$ cat src/rtl/smem_result_packer_if.sv
`default_nettype none
// ============================================================================
//  Module      : smem_result_packer_if
//  Description : Token-in / cache-line-out bundle of the SMEM result packer.
//                slave = packer side, master = pipeline + host write path.
//  Revision    : 1.0 - initial release
// ============================================================================
interface smem_result_packer_if #(
    parameter int READ_NUM_WIDTH = 8
);
    logic                      token_valid;
    logic [63:0]               token_data;
    logic [READ_NUM_WIDTH-1:0] token_read_num;
    logic                      token_last;
    logic                      flush;
    logic                      stall;
    logic                      cl_valid;
    logic                      cl_ready;
    logic [511:0]              cl_data;
    logic [READ_NUM_WIDTH-1:0] cl_read_num;
    logic [3:0]                cl_words;
    logic                      cl_last;
    logic [31:0]               lines_out;

    modport slave (
        input  token_valid, token_data, token_read_num, token_last, flush, cl_ready,
        output stall, cl_valid, cl_data, cl_read_num, cl_words, cl_last, lines_out
    );

    modport master (
        output token_valid, token_data, token_read_num, token_last, flush, cl_ready,
        input  stall, cl_valid, cl_data, cl_read_num, cl_words, cl_last, lines_out
    );
endinterface
`default_nettype wire

$ cat src/rtl/smem_result_packer.sv
`default_nettype none
// ============================================================================
//  Module      : smem_result_packer
//  Description : Packs 64-bit SMEM result tokens (tagged per read) into
//                512-bit cache lines, buffers them in a DEPTH-entry FIFO and
//                drives the pipeline stall. Optional macro SMEM_PACK_HDR_EN
//                puts a header in word 0 and limits payload to 7 words.
//  Revision    : 1.0 - initial release
// ============================================================================
module smem_result_packer #(
    parameter int DEPTH          = 4,
    parameter int READ_NUM_WIDTH = 8
) (
    input  wire logic           clk,
    input  wire logic           rst,
    smem_result_packer_if.slave bus
);
    localparam int            c_aw   = $clog2(DEPTH);
    localparam logic [c_aw:0] c_full = (c_aw+1)'(DEPTH);
`ifdef SMEM_PACK_HDR_EN
    localparam logic [3:0]    c_nw   = 4'd7;
    localparam logic [2:0]    c_base = 3'd1;
`else
    localparam logic [3:0]    c_nw   = 4'd8;
    localparam logic [2:0]    c_base = 3'd0;
`endif

    // packer state
    logic [511:0]              pk_data_q, pk_data_d;
    logic [3:0]                wr_idx_q, wr_idx_d;
    logic [READ_NUM_WIDTH-1:0] cur_read_q, cur_read_d;
    logic                      pend_q, pend_d;
    logic                      fpend_q, fpend_d;

    // line FIFO
    logic [511:0]              fifo_data_q  [DEPTH];
    logic [READ_NUM_WIDTH-1:0] fifo_num_q   [DEPTH];
    logic [3:0]                fifo_words_q [DEPTH];
    logic                      fifo_last_q  [DEPTH];
    logic [c_aw-1:0]           wr_ptr_q, rd_ptr_q;
    logic [c_aw:0]             count_q;
    logic [31:0]               lines_q;

    logic                      w_stall, w_accept, w_flush_req, w_valid, w_pop;
    logic                      w_natural, w_push, w_push_last;
    logic [3:0]                w_new_idx, w_push_words;
    logic [8:0]                w_off;
    logic [511:0]              w_tok_line, w_new_line, w_push_data, w_push_out;
    logic [READ_NUM_WIDTH-1:0] w_push_num;

    // A pending one-word line holds the pipeline until it reaches the FIFO.
    assign w_stall     = (count_q == c_full) || pend_q;
    assign w_accept    = bus.token_valid && !w_stall;
    assign w_flush_req = bus.flush || fpend_q;
    assign w_valid     = (count_q != '0);
    assign w_pop       = w_valid && bus.cl_ready;
    assign w_new_idx   = wr_idx_q + 4'd1;
    assign w_natural   = (w_new_idx == c_nw) || bus.token_last;
    assign w_off       = {wr_idx_q[2:0] + c_base, 6'd0};

    // Candidate lines: token appended to packer, or token starting a new line.
    always_comb begin
        w_tok_line                       = pk_data_q;
        w_tok_line[w_off +: 64]          = bus.token_data;
        w_new_line                       = '0;
        w_new_line[{c_base, 6'd0} +: 64] = bus.token_data;
    end

    // Packer next state and FIFO push selection; at most one push per cycle.
    always_comb begin
        pk_data_d    = pk_data_q;
        wr_idx_d     = wr_idx_q;
        cur_read_d   = cur_read_q;
        pend_d       = pend_q;
        fpend_d      = w_flush_req;
        w_push       = 1'b0;
        w_push_data  = pk_data_q;
        w_push_num   = cur_read_q;
        w_push_words = wr_idx_q;
        w_push_last  = 1'b0;
        if (pend_q) begin
            // one-word closing line left by a read change; waits for space
            if (count_q != c_full) begin
                w_push      = 1'b1;
                w_push_last = 1'b1;
                pk_data_d   = '0;
                wr_idx_d    = '0;
                pend_d      = 1'b0;
            end
        end else if (w_accept) begin
            if ((wr_idx_q != '0) && (bus.token_read_num != cur_read_q)) begin
                w_push     = 1'b1;
                pk_data_d  = w_new_line;
                wr_idx_d   = 4'd1;
                cur_read_d = bus.token_read_num;
                pend_d     = bus.token_last;
            end else if (w_natural || w_flush_req) begin
                // a flush that rides along with the token closes the line here;
                // a flush coinciding with a full/last push waits a cycle
                w_push       = 1'b1;
                w_push_data  = w_tok_line;
                w_push_num   = bus.token_read_num;
                w_push_words = w_new_idx;
                w_push_last  = bus.token_last;
                pk_data_d    = '0;
                wr_idx_d     = '0;
                cur_read_d   = bus.token_read_num;
                fpend_d      = w_flush_req && w_natural;
            end else begin
                pk_data_d  = w_tok_line;
                wr_idx_d   = w_new_idx;
                cur_read_d = bus.token_read_num;
            end
        end else if (w_flush_req && !w_stall) begin
            fpend_d = 1'b0;
            if (wr_idx_q != '0) begin
                w_push    = 1'b1;
                pk_data_d = '0;
                wr_idx_d  = '0;
            end
        end
    end

`ifdef SMEM_PACK_HDR_EN
    // Word 0 becomes the line header: read_num, payload count, last flag.
    always_comb begin
        w_push_out                       = w_push_data;
        w_push_out[63:0]                 = '0;
        w_push_out[READ_NUM_WIDTH-1:0]   = w_push_num;
        w_push_out[19:16]                = w_push_words;
        w_push_out[24]                   = w_push_last;
    end
`else
    assign w_push_out = w_push_data;
`endif

    // Packer registers, FIFO storage/pointers and the delivered-line counter.
    always_ff @(posedge clk) begin
        if (!rst) begin
            pk_data_q  <= '0;
            wr_idx_q   <= '0;
            cur_read_q <= '0;
            pend_q     <= 1'b0;
            fpend_q    <= 1'b0;
            wr_ptr_q   <= '0;
            rd_ptr_q   <= '0;
            count_q    <= '0;
            lines_q    <= '0;
            for (int i = 0; i < DEPTH; i++) begin
                fifo_data_q[i]  <= '0;
                fifo_num_q[i]   <= '0;
                fifo_words_q[i] <= '0;
                fifo_last_q[i]  <= 1'b0;
            end
        end else begin
            pk_data_q  <= pk_data_d;
            wr_idx_q   <= wr_idx_d;
            cur_read_q <= cur_read_d;
            pend_q     <= pend_d;
            fpend_q    <= fpend_d;
            if (w_push) begin
                fifo_data_q[wr_ptr_q]  <= w_push_out;
                fifo_num_q[wr_ptr_q]   <= w_push_num;
                fifo_words_q[wr_ptr_q] <= w_push_words;
                fifo_last_q[wr_ptr_q]  <= w_push_last;
                wr_ptr_q               <= wr_ptr_q + c_aw'(1);
            end
            if (w_pop) begin
                rd_ptr_q <= rd_ptr_q + c_aw'(1);
                lines_q  <= lines_q + 32'd1;
            end
            count_q <= count_q + (c_aw+1)'(w_push) - (c_aw+1)'(w_pop);
        end
    end

    assign bus.stall       = w_stall;
    assign bus.cl_valid    = w_valid;
    assign bus.cl_data     = w_valid ? fifo_data_q[rd_ptr_q]  : '0;
    assign bus.cl_read_num = w_valid ? fifo_num_q[rd_ptr_q]   : '0;
    assign bus.cl_words    = w_valid ? fifo_words_q[rd_ptr_q] : '0;
    assign bus.cl_last     = w_valid ? fifo_last_q[rd_ptr_q]  : 1'b0;
    assign bus.lines_out   = lines_q;
endmodule
`default_nettype wire

$ cat src/flat_wrapper.sv
// flat-port wrapper written by rule: the top's interface ports become plain ports
module smem_result_packer_flat 
#(
    parameter int DEPTH          = 4,
    parameter int READ_NUM_WIDTH = 8
)
  (clk, rst, bus_token_valid, bus_token_data, bus_token_read_num, bus_token_last, bus_flush, bus_cl_ready, bus_stall, bus_cl_valid, bus_cl_data, bus_cl_read_num, bus_cl_words, bus_cl_last, bus_lines_out);
  smem_result_packer_if #(.READ_NUM_WIDTH(READ_NUM_WIDTH)) bus_i ();
  input  wire logic clk;
  input  wire logic rst;
  input wire logic [$bits(bus_i.token_valid)-1:0] bus_token_valid;
  input wire logic [$bits(bus_i.token_data)-1:0] bus_token_data;
  input wire logic [$bits(bus_i.token_read_num)-1:0] bus_token_read_num;
  input wire logic [$bits(bus_i.token_last)-1:0] bus_token_last;
  input wire logic [$bits(bus_i.flush)-1:0] bus_flush;
  input wire logic [$bits(bus_i.cl_ready)-1:0] bus_cl_ready;
  output wire logic [$bits(bus_i.stall)-1:0] bus_stall;
  output wire logic [$bits(bus_i.cl_valid)-1:0] bus_cl_valid;
  output wire logic [$bits(bus_i.cl_data)-1:0] bus_cl_data;
  output wire logic [$bits(bus_i.cl_read_num)-1:0] bus_cl_read_num;
  output wire logic [$bits(bus_i.cl_words)-1:0] bus_cl_words;
  output wire logic [$bits(bus_i.cl_last)-1:0] bus_cl_last;
  output wire logic [$bits(bus_i.lines_out)-1:0] bus_lines_out;
  assign bus_i.token_valid = bus_token_valid;
  assign bus_i.token_data = bus_token_data;
  assign bus_i.token_read_num = bus_token_read_num;
  assign bus_i.token_last = bus_token_last;
  assign bus_i.flush = bus_flush;
  assign bus_i.cl_ready = bus_cl_ready;
  assign bus_stall = bus_i.stall;
  assign bus_cl_valid = bus_i.cl_valid;
  assign bus_cl_data = bus_i.cl_data;
  assign bus_cl_read_num = bus_i.cl_read_num;
  assign bus_cl_words = bus_i.cl_words;
  assign bus_cl_last = bus_i.cl_last;
  assign bus_lines_out = bus_i.lines_out;
  smem_result_packer #(.DEPTH(DEPTH), .READ_NUM_WIDTH(READ_NUM_WIDTH)) u_core (.clk(clk), .rst(rst), .bus(bus_i));
endmodule
$ cat config.mk
export PLATFORM = sky130hd
export DESIGN_NAME = smem_result_packer_flat
export DESIGN_NICKNAME = d
export VERILOG_FILES = /design/src/rtl/smem_result_packer_if.sv /design/src/rtl/smem_result_packer.sv /design/src/flat_wrapper.sv
export SDC_FILE = /design/constraint.sdc
export NUM_CORES = 2
export LEC_CHECK = 0
export ABC_CLOCK_PERIOD_IN_PS = 36300
export CAP_MARGIN = 20
export CORE_MARGIN = 10
export CORE_UTILIZATION = 30
export DETAILED_ROUTE_END_ITERATION = 10
export PLACE_DENSITY = 0.51
export RECOVER_POWER = 25
export SYNTH_ARGS = -nofsm -noshare
export SYNTH_HDL_FRONTEND = slang
export SYNTH_SLANG_ARGS = --single-unit
$ cat constraint.sdc
create_clock -name clk -period 36.3 [get_ports clk]
set_clock_uncertainty 0.2 [all_clocks]
set_input_delay 10.89 -clock clk [delete_from_list [all_inputs] [get_ports clk]]
set_output_delay 10.89 -clock clk [all_outputs]
set_load 0.05 [all_outputs]
## Yosys cells after proc, flatten, opt, wreduce, memory -nomap -nowiden

Memory sizes are Yosys's and may differ from the RTL's. A register that Yosys moved wholly into a read port is not among the register bits.
Cells that the tools add are included.
W data, S select, Z words.

| storage, ports and cells | value |
|---|---|
| bits in registers | 565 |
| memory bits (writable) | 2100 |
| output and inout bits | 559 |
| memories kept | 4 |

Memory list:

| name | depth | width | rd ports | clocked after Yosys merged registers in | write ports | RTL line | source |
|---|---|---|---|---|---|---|---|
| u_core.fifo_data_q | 4 | 512 | 1 | 1 | 4 | smem_result_packer.sv:36 | `logic [511:0] fifo_data_q [DEPTH];` |
| u_core.fifo_num_q | 4 | 8 | 1 | 1 | 4 | smem_result_packer.sv:37 | `logic [READ_NUM_WIDTH-1:0] fifo_num_q [DEPTH];` |
| u_core.fifo_words_q | 4 | 4 | 1 | 1 | 4 | smem_result_packer.sv:38 | `logic [3:0] fifo_words_q [DEPTH];` |
| u_core.fifo_last_q | 4 | 1 | 1 | 1 | 4 | smem_result_packer.sv:39 | `logic fifo_last_q [DEPTH];` |

| operators by class | value |
|---|---|
| add/sub/neg operators | 7 |
| eq/ne operators | 5 |
| shifts and indexed selects | 2 |
| multiplexer cells | 75 |
| bitwise operators | 1 |
| reductions and logical operators | 20 |

Operator list:

| operator | number |
|---|---|
| $mux W512 | 13 |
| $bwmux W512 | 1 |
| $reduce_or A512 Y1 | 1 |
| $shift A64 B11 Y512 const A | 1 |
| $shiftx A64 B11 Y512 | 1 |
| $mux W4 | 13 |
| $mux W8 | 6 |
| $add A32 B1 Y32 const B | 1 |
| $mux W1 | 30 |
| $mux W2 | 12 |
| $neg A9 Y11 | 1 |
| $reduce_bool A3 Y1 | 3 |
| $ne A8 B8 Y1 | 1 |
| $reduce_or A8 Y1 | 1 |
| $logic_and A1 B1 Y1 | 5 |
| $add A2 B1 Y2 const B | 2 |
| $add A4 B1 Y4 const B | 1 |
| $eq A4 B4 Y1 const B | 1 |
| $logic_or A1 B1 Y1 | 4 |
| $reduce_bool A4 Y1 | 1 |
| $reduce_or A4 Y1 | 1 |
| $add A3 B1 Y3 | 1 |
| $eq A3 B3 Y1 const B | 1 |
| $ne A3 B3 Y1 const B | 1 |
| other kinds (7) | 7 |

## Depth between registers and ports, before layout

| depth | value |
|---|---|
| word-level depth | 13 |
| depth in mapped cells | 14 |
| gate-level depth less buffers | 11 |

## Worst setup path after synthesis

OpenSTA, ideal clock, no wires.

| timing path | value |
|---|---|
| path kind | input -> register |
| start | input bus_token_read_num[7] |
| end | memory u_core.fifo_data_q[0][0], enable pin |
| setup time | 3.714 ns |
| data arrival time | 20.846 ns |
| required time | 32.386 ns |
| slack | 11.540 ns |
| stages | 9 |
| path through | xnor2_1 -> nand4_1 -> o21a_1 -> clkbuf_1 -> buf_2 -> o21ai_1 -> buf_2 -> clkbuf_1 -> nand2_1 |

RTL lines:

| element | RTL line | source |
|---|---|---|
| start, declared | flat_wrapper.sv:13 | `input wire logic [$bits(bus_i.token_read_num)-1:0] bus_token_read_num;` |
| end, declared | smem_result_packer.sv:36 |  |

==> metrics.md <==
| Metric | Value |
|---|---|
| Status | finished, violations left |
| Violated checks | capacitance limit, slew limit |
| Crit path kind | in -> reg |
| Post-CTS Resized | 0 |
| Crit-path max FO | 135 |
| Clock buffer depth | 4 |
| Share of cells above drive strength 1 | 13.34% |
| Hold buffer count at CTS | 0 |
| DR DRC count | 0 |
| Drt wl/cell | 32.96 um |
| Peak VDD IR | 0.00005711 V |
| First-pass detailed-route iteration total | 6 |
| # H-tree levels | 5 |
| I/O Pins | 637 |
| Worst stage delay on the critical path | 6.80 ns |
| Hold Fails Final Rpt | 0 |
| Static Leak | 45.93 nW |
| HP Class | reg -> reg |
| PD cells | 69.41 nW/um^2 |
| Main flop type after synthesis | edfxtp_1 |
| WHS Endpoint | u_core.pk_data_q[443] |
| Worst hold path cell count | 1 |
| TritonCTS clock tree | built |
| Synth Register Bits | 2667 |
| FF-to-FF Start | u_core.count_q[1] |
| WL final | 488500 um |
| R2R depth | 7 |
| Die Ht | 649.2 um |
| Via density per instance | 5.799 |
| Placer Congestion | 0.8014 |
| Global-route wire length before repair | 677000 um |
| Reg2Reg Setup Slack | 21.44 ns |
| Minimum clock period | 24.45 ns |
| Syn Inst Count | 9062 |
| Syn Std Cell Area | 118700 um^2 |
| Via count | 85940 |
| Min-delay src | u_core.pk_data_q[443] |
| FFs w/ async S/R, synth | 0% |
| Vias in the first global route | 86830 |
| Post-DRT Antenna Nets | 0 |
| Startpoint Class | primary input |
| Reg clk slew, reported paths | 0.06 ns |
| Dominant cell type by area after synthesis | edfxtp_1 |
| Fmax achieved | 0.04089 GHz |
| Post-synth net total | 9148 |
| Final critical-path share of the clock period | 67.37% |
| Ys Warns | 0 |
| Setup TNS | 0 ns |
| # setup viols final | 0 |
| Worst endpoint required time | 36.69 ns |
| Post-CTS setup buffers | 0 |
| Final net count | 9375 |
| Unrepaired setup endpoints after global routing | false |
| Critical R2R Capture | u_core.fifo_data_q[2][354] |
| Die ar. | 421400 um^2 |
| CP cell instances | dlygate4sd3_1, nor2b_1, and2_0, nand3_1, o21bai_1, clkbuf_1, buf_4, a21oi_1 |
| Area grow syn2layout | 17.60% |
| Syn avg cell area | 13.10 um^2 |
| Worst setup path startpoint | bus_token_valid |
| Clk root buf | clkbuf_16 |
| # port buffers | 636 |
| Max-Cap Viols | 37 |
| Core ar. | 393400 um^2 |
| Insertion delay to the later sink of the worst-skew pair | 0.93 ns |
| Filler instances | 37820 |
| Sequential area share after synthesis | 62.64% |
| DP HPWL | 270800 um |
| Slew Limit Fails | 1947 |
| CP endpoint kind | register |
| Slowest cell on crit path | clkbuf_1 |
| Antenna violations before repair | 65 |
| Yosys cell types | 55 |
| Grt ovf | 0 |
| Largest net degree at the start of global routing | 148 |
| Starting Density | 30.19% |
| Hold WS | 0.2666 ns |
| # rows | 230 |
| Clock buffer count from CTS | 309 |
| Initial drt markers | 10750 |
| Clock sink total | 2667 |
| Post-synth EDFFs | 2097 |
| Slew @ Worst Pin | 9.564 ns |
| Total GRT Usage | 22.01% |
| Share of the synthesized area in the top cell type | 53.03% |
| CP Data Arrival Time | 24.85 ns |
| Die X | 649.2 um |
| Top cells by area, synth | edfxtp_1 53%, mux4_2 10%, dfxtp_1 9.6% |
| Slew Limit Headroom | -537.6% |
-- metrics by stage --
| step | utilization, % | cell area (um^2) | setup slack [ns] | cells | power [mW] |
|---|---|---|---|---|---|
| after floorplan | - | 118700 | 11.54 | 9062 | 5.491 |
| after global placement | 32.93 | 129500 | 18.65 | 14200 | 6.634 |
| after detailed placement | 32.93 | 129500 | 18.61 | 14200 | 6.643 |
| after CTS | 35.52 | 139700 | 17.78 | 14770 | 9.771 |
| after global routing | 35.48 | 139600 | 11.77 | 14800 | 9.963 |
| final | 35.50 | 139700 | 11.85 | 14820 | 9.693 |
-- worst max-delay path: cells and delay by family --
family | cells | cell delay (ns)
buf+inv | 3 | 8.89
simple gates | 3 | 2.42
compound gates | 2 | 2.40
-- registers in the layout (all words and copies together), names as in the netlist, named ones only --
register              flops
u_core.cur_read_q         8
u_core.pend_q             1
u_core.fifo_words_q      16
u_core.fpend_q            1
u_core.fifo_data_q     2048
u_core.pk_data_q        512
u_core.wr_idx_q           4
u_core.count_q            3
u_core.bus.lines_out     32
u_core.rd_ptr_q           2
u_core.fifo_num_q        32
u_core.fifo_last_q        4
u_core.wr_ptr_q           2
-- cell families (layout without fill, tap and decap cells) --
family | count (synthesis) | count (layout) | synth area share, %
multiplexers | 926 | 926 | 13.34
flip-flops | 2667 | 2667 | 62.64
adder cells (fa/ha/maj) | 8 | 8 | 0.09061
AND/OR/NAND/NOR | 1666 | 1666 | 7.959
XOR/XNOR | 35 | 35 | 0.2581
AO/OA/AOI/OAI | 2802 | 2802 | 12.32
other | 0 | 52 | 0
buffers and inverters | 958 | 1445 | 3.398
-- layout make-up --
type / instances / area (um^2) / share of cell area [%]
flip-flops and latches: 2667 / 74390 / 53.27
multi-input cells: 5437 / 40540 / 29.03
clock buffers: 447 / 8787 / 6.292
repair buffers: 859 / 7794 / 5.581
well taps: 5220 / 6531 / 4.677
clock inverters: 124 / 1418 / 1.015
diodes: 52 / 130.1 / 0.09318
inverters: 15 / 65.06 / 0.04659
-- layer usage --
| metal | vias up | GRT usage [%] | part of all wire [%] |
|---|---|---|---|
| met1 | 44350 | 26.59 | 37 |
| met2 | 4822 | 37.18 | 49 |
| met3 | 949 | 4.068 | 8.3 |
| met4 | 8 | 11.96 | 6.0 |
| li1 | 35820 | - | - |
| met5 | - | 0 | 0.014 |
-- cell usage after synthesis, types with 127 or more instances --
cell type,instances
mux4_2,525
edfxtp_1,2097
dfxtp_1,570
nand4_1,338
nor3_1,401
o21ai_1,127
a21oi_1,2109
and2_1,558
o21ai_0,410
buf_2,282
nand3_1,231
mux2i_1,401
clkbuf_1,529
-- placed cells by master (no fill, tap or decap), types with 7 or more instances in the layout --
| cell type | n |
|---|---|
| clkinv_1 | 26 |
| a31oi_1 | 7 |
| xnor2_1 | 24 |
| clkinv_2 | 46 |
| clkbuf_1 | 119 |
| inv_1 | 13 |
| clkbuf_16 | 314 |
| nand2b_1 | 8 |
| dlygate4sd3_1 | 37 |
| nand3_1 | 224 |
| nor3_1 | 401 |
| inv_6 | 7 |
| buf_4 | 180 |
| diode_2 | 52 |
| a22o_1 | 110 |
| dfxtp_1 | 567 |
| nand2_1 | 46 |
| a21oi_1 | 2108 |
| clkinvlp_4 | 9 |
| ha_1 | 7 |
| nand4_1 | 338 |
| buf_2 | 64 |
| xor2_1 | 11 |
| and2_1 | 557 |
| clkbuf_8 | 43 |
| nor2_1 | 43 |
| a32o_1 | 9 |
| o21ai_1 | 125 |
| clkinv_16 | 11 |
| buf_12 | 13 |
| edfxtp_1 | 2097 |
| mux4_2 | 525 |
| mux2i_1 | 401 |
| bufinv_16 | 15 |
| o21ai_0 | 410 |
| clkdlybuf4s50_1 | 535 |
-- report_power, final --
part,internal (mW),leakage (nW),switching [mW]
Sequential,3.49,26.4,0.0571
Combinational,0.861,14.6,2.14
Clock,1.81,4.96,1.34
-- how the worst max path moves through the flow --
stage	to
floorplan	u_core.fifo_data_q[0][0]
global placement	u_core.fifo_data_q[0][375]
finish	u_core.fifo_data_q[2][354]
CTS	bus_cl_data[337]
detailed placement	u_core.fifo_data_q[0][85]
global route	u_core.fifo_data_q[2][89]
No activity file was read; power rests on OpenSTA's default activity.
